$ cat src/rtl/uart_write_tx.sv
// uart_write_tx: byte FIFO feeding an 8N1 UART transmitter (LSB first, txd idles high).
// Define UART_WRITE_PARITY_EN to insert an even-parity bit between the data bits and the stop bit.
module uart_write_tx #(
    parameter int unsigned CLK_DIV = 434,
    parameter int unsigned FIFO_AW = 3
) (
    input  logic             clk,
    input  logic             rst,
    input  logic [7:0]       uart_wdata,
    input  logic             uart_write_en,
    output logic             uart_write_full,
    output logic [FIFO_AW:0] uart_write_level,
    output logic             uart_write_ovf,
    output logic             uart_write_busy,
    output logic             uart_write_fin,
    output logic             txd
);
    localparam int unsigned DEPTH = 1 << FIFO_AW;
    localparam int unsigned CNT_W = (CLK_DIV > 2) ? $clog2(CLK_DIV) : 1;
    localparam logic [CNT_W-1:0] BAUD_MAX = CNT_W'(CLK_DIV - 1);

`ifdef UART_WRITE_PARITY_EN
    typedef enum logic [2:0] {S_IDLE, S_START, S_DATA, S_PARITY, S_STOP} state_t;
`else
    typedef enum logic [1:0] {S_IDLE, S_START, S_DATA, S_STOP} state_t;
`endif

    state_t state, state_n;

    logic [7:0]         mem [DEPTH];
    logic [FIFO_AW-1:0] wr_ptr, rd_ptr;
    logic [FIFO_AW:0]   level;
    logic               ovf;
    logic               push, pop;
    logic [7:0]         head;

    logic [CNT_W-1:0]   baud_cnt, baud_n;
    logic [2:0]         bit_cnt, bit_n;
    logic [7:0]         shreg, shreg_n;
    logic               bit_end;
    logic               txd_r, txd_n;
`ifdef UART_WRITE_PARITY_EN
    logic               par_bit, par_n;
`endif

    // full comes from the registered level, so a write in the same cycle as a pop is still dropped
    assign uart_write_full  = (level == (FIFO_AW+1)'(DEPTH));
    assign uart_write_level = level;
    assign uart_write_ovf   = ovf;
    assign uart_write_busy  = (state != S_IDLE) || (level != '0);
    assign uart_write_fin   = (state == S_STOP) && bit_end;
    assign txd              = txd_r;

    assign push = uart_write_en && !uart_write_full;
    assign head = mem[rd_ptr];

    always_ff @(posedge clk) begin
        if (push) mem[wr_ptr] <= uart_wdata;
    end

    always_ff @(posedge clk or negedge rst) begin
        if (!rst) begin
            wr_ptr <= '0;
            rd_ptr <= '0;
            level  <= '0;
            ovf    <= 1'b0;
        end else begin
            ovf <= uart_write_en && uart_write_full;
            if (push) wr_ptr <= wr_ptr + 1'b1;
            if (pop)  rd_ptr <= rd_ptr + 1'b1;
            case ({push, pop})
                2'b10:   level <= level + 1'b1;
                2'b01:   level <= level - 1'b1;
                default: level <= level;
            endcase
        end
    end

    always_ff @(posedge clk or negedge rst) begin
        if (!rst) begin
            state    <= S_IDLE;
            baud_cnt <= '0;
            bit_cnt  <= '0;
            shreg    <= '0;
            txd_r    <= 1'b1;
`ifdef UART_WRITE_PARITY_EN
            par_bit  <= 1'b0;
`endif
        end else begin
            state    <= state_n;
            baud_cnt <= baud_n;
            bit_cnt  <= bit_n;
            shreg    <= shreg_n;
            txd_r    <= txd_n;
`ifdef UART_WRITE_PARITY_EN
            par_bit  <= par_n;
`endif
        end
    end

    always_comb begin
        state_n = state;
        baud_n  = baud_cnt;
        bit_n   = bit_cnt;
        shreg_n = shreg;
        pop     = 1'b0;
        txd_n   = 1'b1;
`ifdef UART_WRITE_PARITY_EN
        par_n   = par_bit;
`endif
        bit_end = (baud_cnt == BAUD_MAX);

        if (state != S_IDLE) baud_n = bit_end ? '0 : baud_cnt + 1'b1;

        case (state)
            S_IDLE: begin
                if (level != '0) begin
                    pop     = 1'b1;
                    shreg_n = head;
                    baud_n  = '0;
                    state_n = S_START;
`ifdef UART_WRITE_PARITY_EN
                    par_n   = ^head;
`endif
                end
            end
            S_START: begin
                if (bit_end) begin
                    bit_n   = '0;
                    state_n = S_DATA;
                end
            end
            S_DATA: begin
                if (bit_end) begin
                    shreg_n = {1'b0, shreg[7:1]};
                    bit_n   = bit_cnt + 3'd1;
                    if (bit_cnt == 3'd7) begin
`ifdef UART_WRITE_PARITY_EN
                        state_n = S_PARITY;
`else
                        state_n = S_STOP;
`endif
                    end
                end
            end
`ifdef UART_WRITE_PARITY_EN
            S_PARITY: begin
                if (bit_end) state_n = S_STOP;
            end
`endif
            S_STOP: begin
                if (bit_end) state_n = S_IDLE;
            end
            default: state_n = S_IDLE;
        endcase

        // txd is registered from the next state so the line changes on the same edge as the FSM
        case (state_n)
            S_START:  txd_n = 1'b0;
            S_DATA:   txd_n = shreg_n[0];
`ifdef UART_WRITE_PARITY_EN
            S_PARITY: txd_n = par_n;
`endif
            default:  txd_n = 1'b1;
        endcase
    end

endmodule

$ cat config.mk
export PLATFORM = sky130hd
export DESIGN_NAME = uart_write_tx
export DESIGN_NICKNAME = d
export VERILOG_FILES = /design/src/rtl/uart_write_tx.sv
export SDC_FILE = /design/constraint.sdc
export NUM_CORES = 1
export LEC_CHECK = 0
export BUFFER_PORTS_ARGS = -buffer_cell sky130_fd_sc_hd__buf_2
export CORE_MARGIN = 2
export CORE_UTILIZATION = 50
export CTS_CLUSTER_DIAMETER = 30
export DETAILED_ROUTE_END_ITERATION = 8
export PLACE_DENSITY = 0.63
export SLEW_MARGIN = 20
export SYNTH_ARGS = -nofsm -noshare
export SYNTH_HDL_FRONTEND = slang
export SYNTH_SLANG_ARGS = --single-unit
$ cat constraint.sdc
create_clock -name clk -period 5.1 [get_ports clk]
set_clock_uncertainty 0.1 [all_clocks]
set_input_delay 1.53 -clock clk [delete_from_list [all_inputs] [get_ports clk]]
set_output_delay 1.53 -clock clk [all_outputs]
set_load 0.05 [all_outputs]
==> impl_metrics.toml <==
[status]
status = "complete, no violations"

[logic_synthesis]
syn_inst = 269
synth_area_um2 = 4264
ys_seq_area_share_pct = 65.05
syn_area_per_cell_um2 = 15.85
synth_top_flop_cell = "edfxtp_1"
synth_nets = 290
yosys_warnings = 0
ys_ff_latch = 98
synth_edf_count = 64
ys_types = 51
async_reset_ff_share_pct = 34.69

[grt]
grt_pass1_wl_um = 12080
track_usage_pct = 18.04
grt_max_degree = 35
antenna_found_initial = 0
overflow = 0
first_global_vias = 2321

[cts]
post_cts_buffers = 0
clock_latency_ns = 0.36
cts.htree.levels = 3
clock-sinks = 98
clk_pin_slew_ns = 0.10
clockBufferDepth = 2
cts_resized = 0
cts_hold_buffers = 0
root_buffer = "clkbuf_8"
cts_tree = "built"
cts_buffers = 9

[worst_setup_path]
crit_fanout = 7
crit_slowest_cell = "nor4_4"
start_kind = "register"
crit_start = "uart_write_level[1]"
path_cells = "nor4_4 > nand2_1 > buf_2"
rr_startpoint = "state[1]"
required_ns = 3.47
worst-path-buf-inv = 1
critPathTopFamily = "simple AND/OR/NAND/NOR gates"
criticalPathCategory = "reg -> out"
slowest_delay_ns = 0.58
critPathCaptureType = "output pin"
worst_ep_arrival_time_ns = 2.03

[timing]
period_needed_ns = 3.656
worst_slew_pin_slew_ns = 0.9889
period_share_pct = 71.70
setup_viol = 0
finalHoldViolCount = 0
rsz0062_at_grt = "false"
fmax_mhz = 273.5
final-max-slew-violation-count = 0
setup_tns_ns = 0
relSlewSlack_pct = 34.08

[finish]
register_area_um2 = 2774
multi_input_area_um2 = 1401
final_common_cell = "edfxtp_1"
layout-drive-gt1-share_pct = 19.40
area_growth_pct = 9.038
n_antenna_cell = 0
final_cell_mix = "edfxtp_1, dfrtp_1, buf_2"
final_area_um2 = 4649
fillers = 660
nets = 315

[placed_design]
dpl.hpwl_um = 4910
place_area_um2 = 4466
io_buffers = 19
routabilityCongestion = 0.6938

[drt]
num_vias = 2326
routed_wl_um = 7478
drtAntennaViolNets = 0
via_per_inst = 5.757
wire_per_inst_um = 18.51
first_pass_iters = 5
drt_drc_violations_left = 0
drt_iter0_drc = 110

[pwr]
p_total_mw = 2.284
ir_drop_mv = 0.2521
power_density_nw_per_um2 = 491.3
p_leak_nw = 1.714

[run]
cap_viol_max_count = 0

[floorplan]
coreArea_um2 = 8258
die_area_um2 = 9283
rows = 33
die_y_um = 96.35
initial_core_util_pct = 51.64
die_x_um = 96.35
io_pins = 20

[hold_path]
hold_path.class = "reg -> reg"
hold_path_startpoint = "bit_cnt[1]"
## sequential cells by signal, indices dropped and copies added (netlist names)
name,flops
txd,1
mem,64
shreg,8
uart_write_ovf,1
baud_cnt,9
rd_ptr,3
state,2
bit_cnt,3
wr_ptr,3
uart_write_level,4
## where the power goes
group | internal [mW] | leakage, nW | switching (mW) | total [mW]
clock | 0.186 | 0.0961 | 0.285 | 0.471
sequential | 1.03 | 1.00 | 0.202 | 1.23
combinational | 0.288 | 0.617 | 0.297 | 0.586
total | 1.50 | 1.71 | 0.784 | 2.28
## logic make-up after synthesis
| logic type | count (synthesis) | synth area share [%] |
|---|---|---|
| flops | 98 | 65.05 |
| simple gates | 64 | 9.038 |
| compound gates | 50 | 8.452 |
| mux | 20 | 10.27 |
| buf+inv | 18 | 2.230 |
| fa+ha+maj | 10 | 3.110 |
| xor+xnor | 9 | 1.849 |
## through the flow
step                cells  hold slack, ns  util, %  setup slack (ns)
floorplan             269          0.3739        -             1.486
finish                404          0.4211    56.30             1.444
CTS                   404          0.4240    56.30             1.419
detailed placement    388          0.3956    54.08             1.358
global placement      388          0.4036    54.08             1.469
global route          404          0.4395    56.30             1.311
## area by class of cell
cell class / count / area share (%)
clock inverters: 7 / 1.292
multi-input cells: 153 / 30.14
clock buffers: 9 / 2.664
repair buffers: 23 / 2.691
flip-flops and latches: 98 / 59.66
inverters: 9 / 0.7266
well taps: 105 / 2.826
## final timing paths
path                       slack, ns                   to  depth (start not counted)
max reg2reg                     2.11  uart_write_level[3]                          8
min                             0.42           bit_cnt[1]                          1
min in group asynchronous       1.12          baud_cnt[5]                          1
min reg2reg                     0.42           bit_cnt[1]                          1
max                             1.44      uart_write_busy                          3
max in group asynchronous       3.30            rd_ptr[0]                          1
## cell usage after synthesis (2+ instances only)
master / instances / area share (%)
clkbuf_1: 4 / 0.35
nor2b_1: 2 / 0.29
mux2_2: 3 / 0.79
nor3_4: 2 / 0.76
ha_1: 9 / 2.6
inv_1: 8 / 0.70
nand4b_1: 2 / 0.41
buf_2: 3 / 0.35
nor4_1: 4 / 0.59
nand2b_1: 5 / 0.73
xnor2_1: 7 / 1.4
nand2_1: 16 / 1.4
mux4_2: 7 / 3.7
edfxtp_1: 64 / 45
xor2_1: 2 / 0.41
a221o_1: 7 / 1.6
a31oi_1: 6 / 0.88
dfrtp_1: 33 / 19
o2bb2ai_1: 3 / 0.62
nor2_1: 8 / 0.70
a22o_1: 9 / 1.8
nand3_1: 5 / 0.59
a21oi_1: 7 / 0.82
o21ai_0: 10 / 1.2
nor3_1: 9 / 1.1
mux4_1: 9 / 5.5
## metal layers
| metal | track usage [%] | vias up | share of wire [%] |
|---|---|---|---|
| li1 | - | 1120 | - |
| met1 | 24.92 | 1167 | 47 |
| met2 | 28.94 | 29 | 48 |
| met3 | 2.584 | 10 | 2.3 |
| met4 | 7.512 | 0 | 1.8 |
| met5 | 0 | - | 0 |
(Power assumes the default switching activity.)
